**src/rtl/aq_hpcp_cnt_bank.sv**
```systemverilog
// ---------------------------------------------------------------------------
// aq_hpcp_cnt_bank
//
// Bank of NUM_CNT hardware performance counters for the PMU. Each channel
// counts an already-selected single-bit event through one registered event
// stage. Counters share one CSR write port, and each channel has an inhibit
// and a sticky overflow flag. An optional level-type overflow interrupt can
// be built in.
//
// Optional feature macro: AQ_HPCP_OF_IRQ_EN
//   defined   : cnt_of_irq is registered as |(cnt_of & of_irq_en)
//   undefined : no interrupt register; cnt_of_irq is tied to 0 and
//               of_irq_en is ignored
//
// Parameters
//   NUM_CNT    number of counter channels (1..32)
//   CNT_WIDTH  width of each counter (8..64)
//   IDX_WIDTH  write-index width, max(1, ceil(log2(NUM_CNT)))
//
// Ports
//   forever_cpuclk  free-running core clock, all state on its rising edge
//   cpurst          asynchronous active-high reset
//   hpcp_cnt_en     global count enable, sampled in the increment cycle
//   cnt_inhibit     per-channel inhibit, sampled in the event cycle
//   cnt_event       per-channel event pulse, +1 per cycle high
//   cnt_wen         CSR write strobe
//   cnt_widx        channel written (out-of-range index writes nothing)
//   hpcp_wdata      CSR write data
//   of_clr          write-1-to-clear for the sticky overflow flags
//   of_irq_en       per-channel overflow interrupt enable
//   cnt_value       packed counters, channel i at [i*CNT_WIDTH +: CNT_WIDTH]
//   cnt_of          sticky overflow flags
//   cnt_of_irq      registered overflow interrupt request
// ---------------------------------------------------------------------------
module aq_hpcp_cnt_bank #(
  parameter int NUM_CNT   = 4,
  parameter int CNT_WIDTH = 64,
  parameter int IDX_WIDTH = 2
) (
  input  logic                           forever_cpuclk,
  input  logic                           cpurst,
  input  logic                           hpcp_cnt_en,
  input  logic [NUM_CNT-1:0]             cnt_inhibit,
  input  logic [NUM_CNT-1:0]             cnt_event,
  input  logic                           cnt_wen,
  input  logic [IDX_WIDTH-1:0]           cnt_widx,
  input  logic [CNT_WIDTH-1:0]           hpcp_wdata,
  input  logic [NUM_CNT-1:0]             of_clr,
  input  logic [NUM_CNT-1:0]             of_irq_en,
  output logic [NUM_CNT*CNT_WIDTH-1:0]   cnt_value,
  output logic [NUM_CNT-1:0]             cnt_of,
  output logic                           cnt_of_irq
);

  logic [NUM_CNT-1:0]                evt_d, evt_q;
  logic [NUM_CNT-1:0]                inc;
  logic [NUM_CNT-1:0]                of_set;
  logic [NUM_CNT-1:0]                of_d, of_q;
  // Packed 2-D so the flat output is a straight assignment with channel i
  // landing at [i*CNT_WIDTH +: CNT_WIDTH].
  logic [NUM_CNT-1:0][CNT_WIDTH-1:0] cnt_d, cnt_q;

  // Next-state logic for the event stage, counters and overflow flags.
  always_comb begin
    // NOTE: every variable written here gets a default before any branch so
    // no path leaves it unassigned, which would infer a latch; blocking
    // assignments are correct in combinational logic.
    evt_d  = cnt_event & ~cnt_inhibit;
    inc    = evt_q & {NUM_CNT{hpcp_cnt_en}};
    cnt_d  = cnt_q;
    of_set = '0;
    for (int i = 0; i < NUM_CNT; i++) begin
      // Indices >= NUM_CNT never match any channel, so such writes are no-ops.
      // A write beats a same-cycle increment, and that increment is lost.
      if (cnt_wen && (32'(cnt_widx) == i)) begin
        cnt_d[i] = hpcp_wdata;
      end else if (inc[i]) begin
        cnt_d[i]  = cnt_q[i] + CNT_WIDTH'(1);
        of_set[i] = &cnt_q[i];
      end
    end
    // Set has priority over a same-cycle clear.
    of_d = (of_q & ~of_clr) | of_set;
  end

  // NOTE: sequential state uses non-blocking assignments so every flop samples
  // pre-edge values; the counters are individual flops, so all are reset.
  always_ff @(posedge forever_cpuclk or posedge cpurst) begin
    if (cpurst) begin
      evt_q <= '0;
      cnt_q <= '0;
      of_q  <= '0;
    end else begin
      evt_q <= evt_d;
      cnt_q <= cnt_d;
      of_q  <= of_d;
    end
  end

  assign cnt_value = cnt_q;
  assign cnt_of    = of_q;

`ifdef AQ_HPCP_OF_IRQ_EN
  logic irq_d, irq_q;

  // Level interrupt, one cycle behind the flags it summarises.
  always_comb begin
    irq_d = |(of_q & of_irq_en);
  end

  always_ff @(posedge forever_cpuclk or posedge cpurst) begin
    if (cpurst) begin
      irq_q <= 1'b0;
    end else begin
      irq_q <= irq_d;
    end
  end

  assign cnt_of_irq = irq_q;
`else
  // Interrupt not built; the enable input is kept only for port compatibility.
  logic unused_of_irq_en;
  assign unused_of_irq_en = ^of_irq_en;
  assign cnt_of_irq       = 1'b0;
`endif

endmodule

```
**config.mk**
```make
export PLATFORM = sky130hd
export DESIGN_NAME = aq_hpcp_cnt_bank
export DESIGN_NICKNAME = d
export VERILOG_FILES = /design/src/rtl/aq_hpcp_cnt_bank.sv
export SDC_FILE = /design/constraint.sdc
export NUM_CORES = 1
export LEC_CHECK = 0
export CAP_MARGIN = 20
export CORE_AREA = 4 4 175 177
export CTS_BUF_LIST = sky130_fd_sc_hd__clkbuf_8
export DETAILED_ROUTE_END_ITERATION = 7
export DIE_AREA = 0 0 179 181
export PLACE_DENSITY = 0.9
export SLEW_MARGIN = 20
export SYNTH_ARGS = -nofsm -noshare
export SYNTH_HDL_FRONTEND = slang
export SYNTH_SLANG_ARGS = --single-unit
```
**constraint.sdc**
```tcl
create_clock -name forever_cpuclk -period 9.9 [get_ports forever_cpuclk]
set_input_delay 0.99 -clock forever_cpuclk [delete_from_list [all_inputs] [get_ports forever_cpuclk]]
set_output_delay 0.99 -clock forever_cpuclk [all_outputs]
set_load 0.01 [all_outputs]
```
After elaboration in Yosys (flattened, before gate mapping) --
Cells that the tools add are included. Widths: inputs -> output; s select.
Operators by class: add/sub/neg operators 4, eq/ne operators 3, multiplexer cells 16, bitwise logic cells 6, reduce and logical (&&, ||, !) cells 13
Operators by type and width (count):
- $mux 64 | 8
- $add 64x1->64 const B | 4
- $reduce_and 64->1 | 4
- $and 4x4->4 | 3
- $mux 1 | 8
- $not 4->4 | 2
- $reduce_bool 2->1 | 4
- $eq 2x2->1 const B | 2
- $logic_and 1x1->1 | 4
- $or 4x4->4 | 1
- $eq 2x1->1 const B | 1
- $logic_not 2->1 | 1
Word-level totals: bits in registers 264, input bits 86, output and inout bits 261, logic and storage cells 48

Logic depth before layout (Yosys ltp) --
Gate-level depths: netlist of the first run.
depth after elaboration 4, mapped depth 8, gate-level depth less buffers 7

Worst setup path before layout of the first run --
No wires, ideal clock.
path kind input to register, start in hpcp_cnt_en, end reg cnt_q (netlist bit cnt_value[127]), library setup time 0.082 ns, arrival time 2.599 ns, data required time 9.818 ns, slack 7.220 ns, cell stages on the path 7, buffers on the path 1, cells stage by stage and4_1 and4_1 buf_4 nand3_4 or4_4 or3_1 a31oi_1
On the way: word-level cells in the longest chain between the ends 2
Ends and longest elaborated chain:
- start: declaration | RTL line 42 | input logic hpcp_cnt_en,
- $and 4x4->4 | RTL line 69 | inc = evt_q & {NUM_CNT{hpcp_cnt_en}};
- $reduce_bool 2->1 (no source line)
- end signal: assignment | RTL line 95 | cnt_q <= cnt_d;
- end: declaration | RTL line 61 | logic [NUM_CNT-1:0][CNT_WIDTH-1:0] cnt_d, cnt_q;
Every way passes these cells. A chain may end at the register's enable or synchronous reset.

Final worst setup path of the first run --
start in hpcp_cnt_en, end reg cnt_q (netlist bit cnt_value[126])
The elaborated chain is that of the path after synthesis.

==> results of run 1 <==
==> per-layer routing <==
layer  global-route usage  share of wire  wire length [um]  vias up
met2               0.5179           0.45             24630      847
met4               0.1587          0.056              3078        2
met5                    0        0.00020                11        -
li1                     -              -                 -     6792
met1               0.4189           0.37             20470     7079
met3               0.1073           0.12              6671      177
==> kinds of logic after synthesis <==
logic type / count (synthesis) / share of synthesized area
AOI/OAI and AO/OA: 267 / 0.09133
xor gates and xnor gates: 244 / 0.1434
adders and majority gates: 4 / 0.003358
buffers and inverters: 106 / 0.02753
DFF: 264 / 0.4432
muxes: 5 / 0.003442
other: 1 / 0.0002516
and+or+nand+nor: 877 / 0.2875
==> cell usage after synthesis (all sizes together), types with 8 or more instances <==
cell type / instances
a21oi: 41
and2: 9
and3: 26
and4: 13
clkbuf: 66
dfrtp: 264
inv: 35
nand2: 326
nand3: 121
nand4: 73
nor2: 133
nor2b: 8
nor3: 75
nor4: 50
o21ai: 214
or3: 13
xnor2: 156
xor2: 88
==> cell type report <==
class,instances,area [um2]
antenna,1,2.502
clock buffer,62,853.3
clock inverter,16,63.81
fill,2367,9694
inverter,35,138.9
multi-input combinational,1398,7904
sequential,264,6606
tap,390,488.0
timing repair buffer,350,3493
==> power groups by stage <==
stage | clock [mW] | sequential [mW] | combinational (mW)
after floorplan | 0 | 1.57 | 0.311
after global placement | 0 | 1.54 | 0.910
after detailed placement | 0 | 1.55 | 0.929
after CTS | 1.02 | 1.54 | 0.936
after global routing | 1.07 | 1.58 | 1.00
final | 1.01 | 1.55 | 0.933
==> per-stage QoR <==
stage / hold slack, ns / area (um2) / total power [mW] / utilization
6_report: 0.5396 / 19550 / 3.492 / 0.6685
3_3_place_gp: 0.5261 / 18630 / 2.454 / 0.6371
4_1_cts: 0.5446 / 19550 / 3.497 / 0.6684
5_1_grt: 0.5849 / 19550 / 3.654 / 0.6684
3_5_place_dp: 0.5318 / 18630 / 2.481 / 0.6371
2_1_floorplan: 0.5596 / 14910 / 1.882 / -
==> final timing paths <==
path / end / cells after the start
worst max-delay path: cnt_value[126]$_DFFE_PP0P_ / 7
min in group asynchronous: cnt_value[176]$_DFFE_PP0P_ / 2
worst max register to register: cnt_value[126]$_DFFE_PP0P_ / 7
max in group asynchronous: cnt_value[13]$_DFFE_PP0P_ / 3
worst min-delay path: cnt_of[1]$_DFF_PP0_ / 2
worst min register to register: cnt_of[1]$_DFF_PP0_ / 2
==> registers in the layout, indices dropped and copies added, names as in the netlist <==
register and count:
cnt_of 4, cnt_value 256, evt_q 4
==> worst max-delay path, stage by stage <==
cell,delay [ns]
clkdlybuf4s50_1,0.81
and3_1,0.37
nand4_1,0.37
nand4b_1,0.88
nor4_1,0.62
xnor2_1,0.17
o21ai_0,0.11
==> run_results.csv, run 1 <==
group,metric,value,unit
worst_setup_path,worstSetupStartpoint,"hpcp_cnt_en",
timing,fmax,253.0,MHz
yosys,yosys_warnings,0,
grt,grt_use_total,0.3327,
clock_network,clockRootBuffer,"clkbuf_8",
timing,rsz0062_at_grt,"no",
clock_network,clk_latency,0.56,ns
cells_and_area,drive_gt1_frac,0.04612,
floorplan,die_area,0.03240,mm2
pwr,intPower,2.314,mW
pwr,swShare,0.3374,
detailed_routing,first_pass_iters,5,
pwr,irDropWorstVdd,0.0001152,V
yosys,async_reset_ff_frac,1.000,
clock_network,clock-sinks,264,
timing,skew,0.01434,ns
cells_and_area,fin_nets,2187,
place,portBuffers,341,
floorplan,coreArea,0.02924,mm2
clock_network,cts_max_level,2,
clock_network,post_cts_resized,0,
detailed_routing,drc,0,
place,gp_congestion,0.9945,
yosys,ys_top_cells_by_area,"dfrtp_1 44%, xnor2_1 9.2%, nand2_1 8.2%",
place,dp_hpwl,40520,um
yosys,syn_inst,1768,
detailed_routing,avgViaCountPerCell,5.921,
timing,tightest_slew,1.038,ns
floorplan,io_pins,347,
worst_setup_path,rrSetupSlack,6.74,ns
yosys,syn_nets,1858,
yosys,yosysUniqueCellTypes,50,
clock_network,clk_pin_slew,0.06,ns
yosys,yosysTopAreaCellShare,0.4432,
yosys,syn_area_per_cell,8.431,um2
detailed_routing,drtAntennaViolNets,0,
pwr,p_clk_frac,0.289,
worst_hold_path,hold_path.class,"flip-flop to flip-flop",
timing,setup_tns,0,ns
yosys,synth-seq-area-share,0.4432,
yosys,syn_area,0.01491,mm2
grt,grt_pass1_vias,14540,
cells_and_area,final_cell_mix,"341 x clkdlybuf4s50_1, 326 x nand2_1, 264 x dfrtp_1, 214 x o21ai_0, 156 x xnor2_1",
yosys,synth_top_area_cell,"dfrtp_1",
floorplan,die_w,179,um
cells_and_area,final_cells,2516,
worst_setup_path,critPathCaptureType,"flip-flop",
pwr,p_seq_frac,0.443,
timing,maxSlewHeadroom,0.3081,
clock_network,clk_path_buf_depth,3,
clock_network,holdBufCountCts,0,
floorplan,num_rows,63,
timing,hold_viol_final,0,
pwr,power_leakage,7.030,nW
worst_setup_path,crit_fanout,15,
cells_and_area,layout_commonest_cell,"clkdlybuf4s50_1",
worst_setup_path,r2r-start,"cnt_value[64]$_DFFE_PP0P_",
clock_network,cts_tree,"built",
grt,grt_max_degree,170,
pwr,pwr-share-comb,0.267,
grt,grt_pass1_wl,83750,um
worst_hold_path,min_from,"cnt_of[1]$_DFF_PP0_",
grt,antenna_found_initial,2,
floorplan,die_height,181,um
pwr,p_switching,1.178,mW
place,dp_cells,2437,
cells_and_area,syn_to_final_growth,31.16,%
detailed_routing,num_vias,14900,
worst_setup_path,worstPathRequired,10.28,ns
timing,maxSlewViolCount,0,
worst_setup_path,critPathKind,"primary input to flip-flop",
clock_network,post_cts_buffers,0,
worst_setup_path,crit_arrival,4.34,ns
worst_setup_path,cp-start-kind,"primary input",
place,dpl_worst_slack,5.520,ns
clock_network,numCtsBuffers,48,
yosys,ys_seq_elements,264,
timing,fin_ws,5.947,ns
flow_run,maxCapViolations,0,
detailed_routing,drtIter0Drc,1571,
timing,period_minus_slack,3.953,ns
timing,fin_crit_sh,0.3993,
detailed_routing,drt_wl_total,54870,um
timing,finalSetupViolCount,0,
grt,grt-ovfl-total,0,
floorplan,start_util,0.5097,
status,status,"complete, no violations",
detailed_routing,wire_per_inst,21.81,um
yosys,synth_edf_count,0,
pwr,powerDensity,178.6,mW/mm2
yosys,yosys_most_used_dff,"dfrtp_1",
(Power assumes the default switching activity.)
==> inputs of run 2 (changes only) <==
==> constraint.sdc (replaced) <==
create_clock -name forever_cpuclk -period 4.1 [get_ports forever_cpuclk]
set_input_delay 0.41 -clock forever_cpuclk [delete_from_list [all_inputs] [get_ports forever_cpuclk]]
set_output_delay 0.41 -clock forever_cpuclk [all_outputs]
set_load 0.01 [all_outputs]
==> run 2 against run 1 <==
Clock power grew 130%. Non-clock buffer count grew 14. Core utilization grew 0.46 points. Sequential share of layout area shrank 0.23 points. Combinational power grew 140%. Power grew 140%. Hold slack lost 0.35 ns. Register-to-register slack lost 5.6 ns. First-iteration DRC count grew 2.8%. Sequential cell count is the same.
==> run_results.csv, run 2 (synthesis results as in run 1) <==
group,metric,value,unit
floorplan,die_w,179,um
detailed_routing,drt_wl_total,55110,um
place,gp_congestion,0.9600,
clock_network,post_cts_buffers,0,
status,status,"complete, no violations",
timing,rsz0062_at_grt,"no",
timing,fin_crit_sh,0.7204,
clock_network,post_cts_resized,0,
worst_hold_path,hold_path.class,"primary input to asynchronous set/reset pin",
worst_setup_path,crit_fanout,14,
grt,grt_pass1_wl,84370,um
detailed_routing,drtIter0Drc,1615,
worst_setup_path,r2r-end,"cnt_value[229]$_DFFE_PP0P_",
grt,grt_use_total,0.3321,
cells_and_area,syn_to_final_growth,32.06,%
worst_setup_path,r2r-start,"cnt_value[197]$_DFFE_PP0P_",
floorplan,coreArea,0.02924,mm2
cells_and_area,diodes,0,
worst_setup_path,rrSetupSlack,1.17,ns
clock_network,clock-sinks,264,
timing,hold_viol_final,0,
cells_and_area,finalInstanceArea,0.01968,mm2
clock_network,holdBufCountCts,0,
clock_network,clk_pin_slew,0.06,ns
worst_setup_path,critPathKind,"primary input to flip-flop",
timing,maxSlewHeadroom,0.3310,
detailed_routing,wire_per_inst,21.78,um
worst_setup_path,worstPathRequired,4.59,ns
worst_setup_path,cp-start-kind,"primary input",
flow_run,maxCapViolations,0,
pwr,irDropWorstVdd,0.0003184,V
grt,grt_pass1_vias,14810,
detailed_routing,avgViaCountPerCell,6.006,
floorplan,die_area,0.03240,mm2
timing,tightest_slew,0.9943,ns
clock_network,cts_max_level,2,
grt,grt_max_degree,113,
worst_setup_path,crit_arrival,3.44,ns
floorplan,die_height,181,um
detailed_routing,drtAntennaViolNets,0,
place,dp_cells,2450,
cells_and_area,fin_nets,2199,
detailed_routing,num_vias,15190,
clock_network,clk_latency,0.57,ns
cells_and_area,layout_commonest_cell,"clkdlybuf4s50_1",
pwr,p_total,8.370,mW
grt,antenna_found_initial,1,
detailed_routing,drc,0,
floorplan,start_util,0.5097,
timing,fmax,338.6,MHz
cells_and_area,drive_gt1_frac,0.05187,
cells_and_area,largest_reg_flops,256,
cells_and_area,final_cells,2530,
worst_setup_path,reg2reg_depth,6,
timing,setup_tns,0,ns
clock_network,clk_path_buf_depth,3,
place,portBuffers,341,
clock_network,cts_tree,"built",
place,place_area,0.01877,mm2
clock_network,numCtsBuffers,46,
clock_network,clockRootBuffer,"clkbuf_8",
cells_and_area,final_cell_mix,"341 x clkdlybuf4s50_1, 326 x nand2_1, 264 x dfrtp_1, 214 x o21ai_0, 156 x xnor2_1",
timing,maxSlewViolCount,0,
timing,period_minus_slack,2.954,ns
timing,finalSetupViolCount,0,
floorplan,num_rows,63,
pwr,powerDensity,425.2,mW/mm2
pwr,power_leakage,7.098,nW
detailed_routing,first_pass_iters,6,
grt,grt-ovfl-total,0,
worst_setup_path,critPathCaptureType,"flip-flop",
place,dp_hpwl,41240,um
timing,skew,0.03518,ns
floorplan,io_pins,347,
## run 2: routing by layer
metal	part of all wire	track usage
met1	0.37	0.4162
met2	0.45	0.5206
met3	0.12	0.1059
met4	0.057	0.1569
met5	0.00024	0
## run 2: area by class of cell
class	count	area (um2)
fill	2342	9560
clock buffer	58	798.3
multi-input combinational	1398	7904
timing repair buffer	364	3661
clock inverter	21	91.34
tap	390	488.0
sequential	264	6606
inverter	35	135.1
## run 2: critical path, cell delays in order
cell and delay, ns:
clkdlybuf4s50_1 0.80, and4_1 0.35, and4_1 0.46, nand3_4 0.28, or4_4 0.63, or3_1 0.35
a31oi_1 0.15
## run 2: worst max-delay path by stage
| stage | to | depth (start not counted) | startpoint |
|---|---|---|---|
| after floorplan | cnt_of[0]$_DFF_PP0_ | 1 | cpurst |
| after global placement | cnt_value[127]$_DFFE_PP0P_ | 7 | hpcp_cnt_en |
| after detailed placement | cnt_value[127]$_DFFE_PP0P_ | 7 | hpcp_cnt_en |
| after CTS | cnt_value[127]$_DFFE_PP0P_ | 7 | hpcp_cnt_en |
| after global routing | cnt_value[235]$_DFFE_PP0P_ | 6 | cnt_value[197]$_DFFE_PP0P_ |
| final | cnt_value[127]$_DFFE_PP0P_ | 7 | hpcp_cnt_en |
## run 2: power breakdown
part	switching, mW	total [mW]	leakage [nW]	internal, mW
logic	1.06	2.27	3.36	1.22
registers	0.694	3.74	3.23	3.05
clock network	1.09	2.36	0.513	1.26
total	2.85	8.37	7.10	5.52
## run 2: per-stage QoR
stage / util / setup WS, ns / hold WS [ns]
after floorplan: - / 0.2065 / 0.4756
after global placement: 0.6420 / 0.6770 / 0.5230
after detailed placement: 0.6420 / 0.6127 / 0.5260
after global routing: 0.6731 / 0.9368 / 0.2017
final: 0.6731 / 1.146 / 0.1918
after CTS: 0.6724 / 1.204 / 0.3519
==> inputs of run 3 (changes only) <==
--- a/config.mk
+++ b/config.mk
@@ -6,11 +6,11 @@
 export NUM_CORES = 1
 export LEC_CHECK = 0
 export CAP_MARGIN = 20
-export CORE_AREA = 4 4 175 177
+export CORE_AREA = 4 4 184 186
 export CTS_BUF_LIST = sky130_fd_sc_hd__clkbuf_8
 export DETAILED_ROUTE_END_ITERATION = 7
-export DIE_AREA = 0 0 179 181
-export PLACE_DENSITY = 0.9
+export DIE_AREA = 0 0 188 190
+export PLACE_DENSITY = 0.86
 export SLEW_MARGIN = 20
 export SYNTH_ARGS = -nofsm -noshare
 export SYNTH_HDL_FRONTEND = slang
==> constraint.sdc (replaced) <==
create_clock -name forever_cpuclk -period 2.38 [get_ports forever_cpuclk]
set_input_delay 0.238 -clock forever_cpuclk [delete_from_list [all_inputs] [get_ports forever_cpuclk]]
set_output_delay 0.238 -clock forever_cpuclk [all_outputs]
set_load 0.01 [all_outputs]
==> run 3 against run 2 <==
Sequential share of layout area down 1.8 points. Critical path depth up 3. Sequential cell count unchanged. Sequential power up 71%. Via count up 1.4%. Power up 78%. Wire length up 4.2%. Worst setup slack worse by 1.0 ns. Non-clock buffer count up 112. First-iteration DRC count down 3.7%. Hold slack better by 0.033 ns.
==> run_results.csv, run 3 (synthesis results as in run 1) <==
group,metric,value,unit
status,status,"complete, no violations",
detailed_routing,drc,0,
place,place_area,0.01964,mm2
grt,use_met2,0.4854,
place,dp_hpwl,43960,um
worst_setup_path,critPathKind,"flip-flop to flip-flop",
cells_and_area,multi_input_comb_area,0.008019,mm2
detailed_routing,drtAntennaViolNets,0,
floorplan,io_pins,347,
clock_network,clk_latency,0.55,ns
worst_setup_path,crit_arrival,2.70,ns
place,gp_congestion,0.9995,
grt,grt_pass1_wl,87690,um
flow_run,maxCapViolations,0,
floorplan,start_util,0.4616,
worst_setup_path,cp-start-kind,"flip-flop",
detailed_routing,avgViaCountPerCell,5.726,
cells_and_area,diodes,0,
timing,period_minus_slack,2.280,ns
timing,fmax,438.6,MHz
worst_setup_path,critPathCaptureType,"flip-flop",
grt,grt_max_degree,113,
cells_and_area,utilization,0.6438,
cells_and_area,final_cell_mix,"341 x clkdlybuf4s50_1, 326 x nand2_1, 263 x dfrtp_1, 214 x o21ai_0, 156 x xnor2_1",
clock_network,cts_tree,"built",
clock_network,clock-sinks,264,
floorplan,die_height,190,um
floorplan,coreArea,0.03229,mm2
clock_network,clk_pin_slew,0.06,ns
cells_and_area,seq_area,0.006608,mm2
pwr,powerDensity,716.2,mW/mm2
timing,rsz0062_at_grt,"yes",
worst_hold_path,hold_path_end,"evt_q[0]$_DFF_PP0_",
pwr,irDropWorstVdd,0.0005506,V
timing,hold_viol_final,0,
clock_network,clockRootBuffer,"clkbuf_8",
cells_and_area,finalInstanceArea,0.02079,mm2
timing,skew,0.01492,ns
worst_hold_path,min_from,"cnt_inhibit[0]",
timing,maxSlewHeadroom,0.6096,
detailed_routing,wire_per_inst,21.34,um
grt,busiest_layer,"met2",
timing,fin_crit_sh,0.9581,
cells_and_area,layout_commonest_cell,"clkdlybuf4s50_1",
detailed_routing,drt_wl_total,57440,um
worst_setup_path,reg2reg_depth,10,
clock_network,numCtsBuffers,48,
floorplan,die_area,0.03572,mm2
timing,maxSlewViolCount,0,
floorplan,num_rows,66,
place,portBuffers,341,
cells_and_area,drive_gt1_frac,0.1076,
worst_setup_path,rrSetupSlack,0.1,ns
grt,met3_usage,0.09009,
worst_setup_path,r2r-end,"cnt_value[102]$_DFFE_PP0P_",
worst_setup_path,r2r-start,"cnt_value[64]$_DFFE_PP0P_",
floorplan,die_w,188,um
clock_network,cts_max_level,2,
cells_and_area,syn_to_final_growth,39.45,%
grt,grt_use_total,0.3109,
worst_setup_path,crit_fanout,12,
detailed_routing,first_pass_iters,6,
cells_and_area,fin_nets,2313,
grt,grt-ovfl-total,0,
detailed_routing,num_vias,15410,
cells_and_area,fill_cells,2695,
worst_hold_path,hold_path.class,"primary input to flip-flop",
timing,tightest_slew,0.5857,ns
clock_network,clk_path_buf_depth,3,
worst_hold_path,holdPathStages,2,
pwr,power_leakage,7.701,nW
worst_setup_path,worstPathRequired,2.80,ns
grt,grt_pass1_vias,15070,
cells_and_area,largest_reg_flops,256,
detailed_routing,drtIter0Drc,1555,
timing,finalSetupViolCount,0,
grt,grt_use_met1,0.4006,
grt,antenna_found_initial,4,
[run 3: cell count changes in the layout (fill, tap and decap cells not counted), moves of 3 or more]
cell / previous run / this run
nand3_2: 1 / 4
nand3_1: 119 / 116
buf_12: 6 / 9
clkbuf_8: 58 / 61
nor4_2: 4 / 11
buf_4: 17 / 125
nor4_1: 43 / 34
[run 3: what timing repair did]
action | CTS | global route
setup endpoints to repair | 0 | 33
hold buffers | 0 | 0
setup buffers | 0 | 13
resized for setup | 0 | 22
[run 3: layer usage]
metal | share of wire | vias up
met5 | 0.0010 | -
met4 | 0.055 | 8
met3 | 0.11 | 171
met2 | 0.45 | 844
met1 | 0.38 | 7368
li1 | - | 7023
[run 3: critical path: stages, from the launching register on]
cell and delay, ns:
dfrtp_1 0.34, buf_4 0.14, ha_1 0.14, and3_1 0.18, nand4_1 0.20, nand4b_1 0.26
buf_4 0.21, buf_4 0.15, nor3_1 0.26, xnor2_1 0.17, o21ai_0 0.10
[run 3: power breakdown]
group          switching, mW  leakage (nW)  internal [mW]  total [mW]
Clock                   1.90         0.530           2.37        4.27
Sequential              1.13          3.23           5.25        6.38
Combinational           1.97          3.95           2.27        4.24
Total                   5.00          7.70           9.89        14.9
[run 3: worst max path at each step]
stage / startpoint / endpoint / slack, ns
6_report: cnt_value[64]$_DFFE_PP0P_ / cnt_value[102]$_DFFE_PP0P_ / 0.1
4_1_cts: cnt_value[197]$_DFFE_PP0P_ / cnt_value[249]$_DFFE_PP0P_ / 0.05
3_5_place_dp: hpcp_cnt_en / cnt_value[55]$_DFFE_PP0P_ / -0.37
2_1_floorplan: cpurst / cnt_of[0]$_DFF_PP0_ / -1.34
3_3_place_gp: hpcp_cnt_en / cnt_value[55]$_DFFE_PP0P_ / -0.30
5_1_grt: cnt_value[0]$_DFFE_PP0P_ / cnt_value[60]$_DFFE_PP0P_ / -0.04
[run 3: final cells by class]
cell class / count / area share
inverter: 35 / 0.006501
tap: 442 / 0.02661
timing repair buffer: 476 / 0.2186
multi-input combinational: 1398 / 0.3858
clock inverter: 16 / 0.004274
sequential: 264 / 0.3179
clock buffer: 61 / 0.04039
[run 3: stage by stage]
stage	setup WS, ns	TNS, ns	hold WS [ns]	power [mW]	instances
final	0.09976	0	0.2247	14.89	2692
after CTS	0.05457	0	0.1960	14.85	2679
after global placement	-0.3040	-12.32	0.5243	10.43	2602
after floorplan	-1.342	-354.16	0.3036	7.829	1768
after detailed placement	-0.3728	-20.51	0.5235	10.55	2602
after global routing	-0.03854	-0.08676	0.1957	15.57	2692
==> RTL edit, RTL diff (settings of run 1) <==
The option `AQ_HPCP_OF_IRQ_EN` is turned on by a define.
--- a/src/rtl/aq_hpcp_cnt_bank.sv
+++ b/src/rtl/aq_hpcp_cnt_bank.sv
@@ -32,6 +32,8 @@
 //   cnt_of          sticky overflow flags
 //   cnt_of_irq      registered overflow interrupt request
 // ---------------------------------------------------------------------------
+`define AQ_HPCP_OF_IRQ_EN
+
 module aq_hpcp_cnt_bank #(
   parameter int NUM_CNT   = 4,
   parameter int CNT_WIDTH = 64,
Formal check against the unedited RTL: not equivalent (a bounded check fails within 4 cycles, from zero or initial values and one cycle with cpurst high).
==> RTL edit against run 1 <==
- worst setup slack got worse by 0.16 ns
- cell count is 1.1% lower
- area after synthesis shrank 0.29%
- synthesized cell count is 2.3% lower
- sequential cell count up 1
- sequential power increased by 3%
- routed wire length decreased by 0.36%
- total power is 8.1% higher
- count of clock-buffer cells in the layout shrank 2
- design area grew 0.67%
==> RTL edit: results (changes against run 1) <==
\begin{tabular}{lr}
\hline
Metric & Value \\
\hline
\multicolumn{2}{l}{\textbf{Outcome}} \\
Outcome & completed \\
\multicolumn{2}{l}{\textbf{Setup path}} \\
Max Fanout on Critical Path & 20 (+5) \\
Reg2Reg Launch Point & cnt\_value[8] \\
Terminus of the critical flop-to-flop path & cnt\_value[57] \\
Destination of the critical timing path & cnt\_value[57] \\
Number of cells on the worst reg-to-reg path & 6 (-1) \\
\multicolumn{2}{l}{\textbf{Cells and area}} \\
Non-clock buffer share & 17.94\% (+0.073 points) \\
Proportion of cell area occupied by multi-input gates & 39.89\% (-0.53 points) \\
Sequential cell count & 265 (+0.38\%) \\
Ratio of cells with drive above 1 in the final layout & 5.958\% (+1.3 points) \\
Filler Cell Count & 2390 (+0.97\%) \\
Fraction of area in clock buffers and inverters & 5.290\% (+0.60 points) \\
\multicolumn{2}{l}{\textbf{Power}} \\
Switching Share & 34.17\% (+0.43 points) \\
Combinational power share & 27.7\% (+1.0 points) \\
Worst voltage drop across the vdd grid & 0.0001275 V (+11\%) \\
\multicolumn{2}{l}{\textbf{Worst hold path}} \\
Worst-case hold path end point & cnt\_of\_irq \\
Worst min-delay path startpoint & cnt\_of[3] \\
\multicolumn{2}{l}{\textbf{STA}} \\
Setup slack of the critical path after layout & 5.787 ns (-0.1597 ns) \\
\multicolumn{2}{l}{\textbf{Yosys}} \\
Synth Area in XOR/XNOR & 14.67\% (+0.34 points) \\
Most numerous cell types in the synthesized netlist & 265 x sky130\_fd\_sc\_hd\_\_dfrtp\_1, 236 x sky130\_fd\_sc\_hd\_\_nor2\_1, 219 x sky130\_fd\_sc\_hd\_\_nand2\_1 \\
Multiplexer share of the synthesized area & 0.7913\% (+0.45 points) \\
Synth cell types & 51 (+2.0\%) \\
Sequential share of the synthesized area & 44.62\% (+0.30 points) \\
\multicolumn{2}{l}{\textbf{GRT}} \\
Largest net degree at the start of global routing & 138 (-19\%) \\
Number of antenna violations at the first check in global routing & 4 (+2) \\
First-pass GRT wire length & 82400 microns (-1.6\%) \\
Number of global-route vias before repair & 14130 (-2.8\%) \\
\multicolumn{2}{l}{\textbf{Placed design}} \\
Post-place setup slack & 5.302 ns (-0.2175 ns) \\
Hpwl dp & 40370 microns (-0.37\%) \\
Post-DP Area & 0.01864 sq mm (about the same) \\
Input/output buffers & 346 (+1.5\%) \\
Final estimated routing congestion in global placement & 0.9620 (-3.3\%) \\
\multicolumn{2}{l}{\textbf{Clocking}} \\
Later-pin clock latency in the skew report & 0.58 ns (+0.02 ns) \\
\multicolumn{2}{l}{\textbf{Drt}} \\
Via-per-instance ratio & 5.930 (+0.16\%) \\
\hline
\end{tabular}
-- RTL edit: cell count changes in the layout (fill, tap and decap cells not counted), sizes merged, moves of 6 or more --
cell	delta
nand3	-21
nor3	-9
nand4	+11
nor2	+103
nor4	-11
or3	-6
o21ai	-105
nand2	-107
and4	+8
a21oi	+99
-- RTL edit: metrics by stage --
stage | hold slack, ns | instances | util [%] | total power [W]
after floorplan | 0.5444 | 1727 | - | 0.001989
after global placement | 0.5160 | 2404 | 63.73 | 0.002601
after detailed placement | 0.5184 | 2404 | 63.73 | 0.002632
after CTS | 0.5252 | 2488 | 67.29 | 0.003773
after global routing | 0.5691 | 2488 | 67.29 | 0.003941
final | 0.5402 | 2489 | 67.30 | 0.003776
-- RTL edit: layer usage --
layer | wire length, microns | GRT usage [%] | part of all wire (%)
met1 | 20020 | 41.46 | 37
met2 | 24020 | 49.99 | 44
met3 | 7298 | 10.96 | 13
met4 | 3286 | 16.00 | 6.0
met5 | 35 | 0 | 0.064
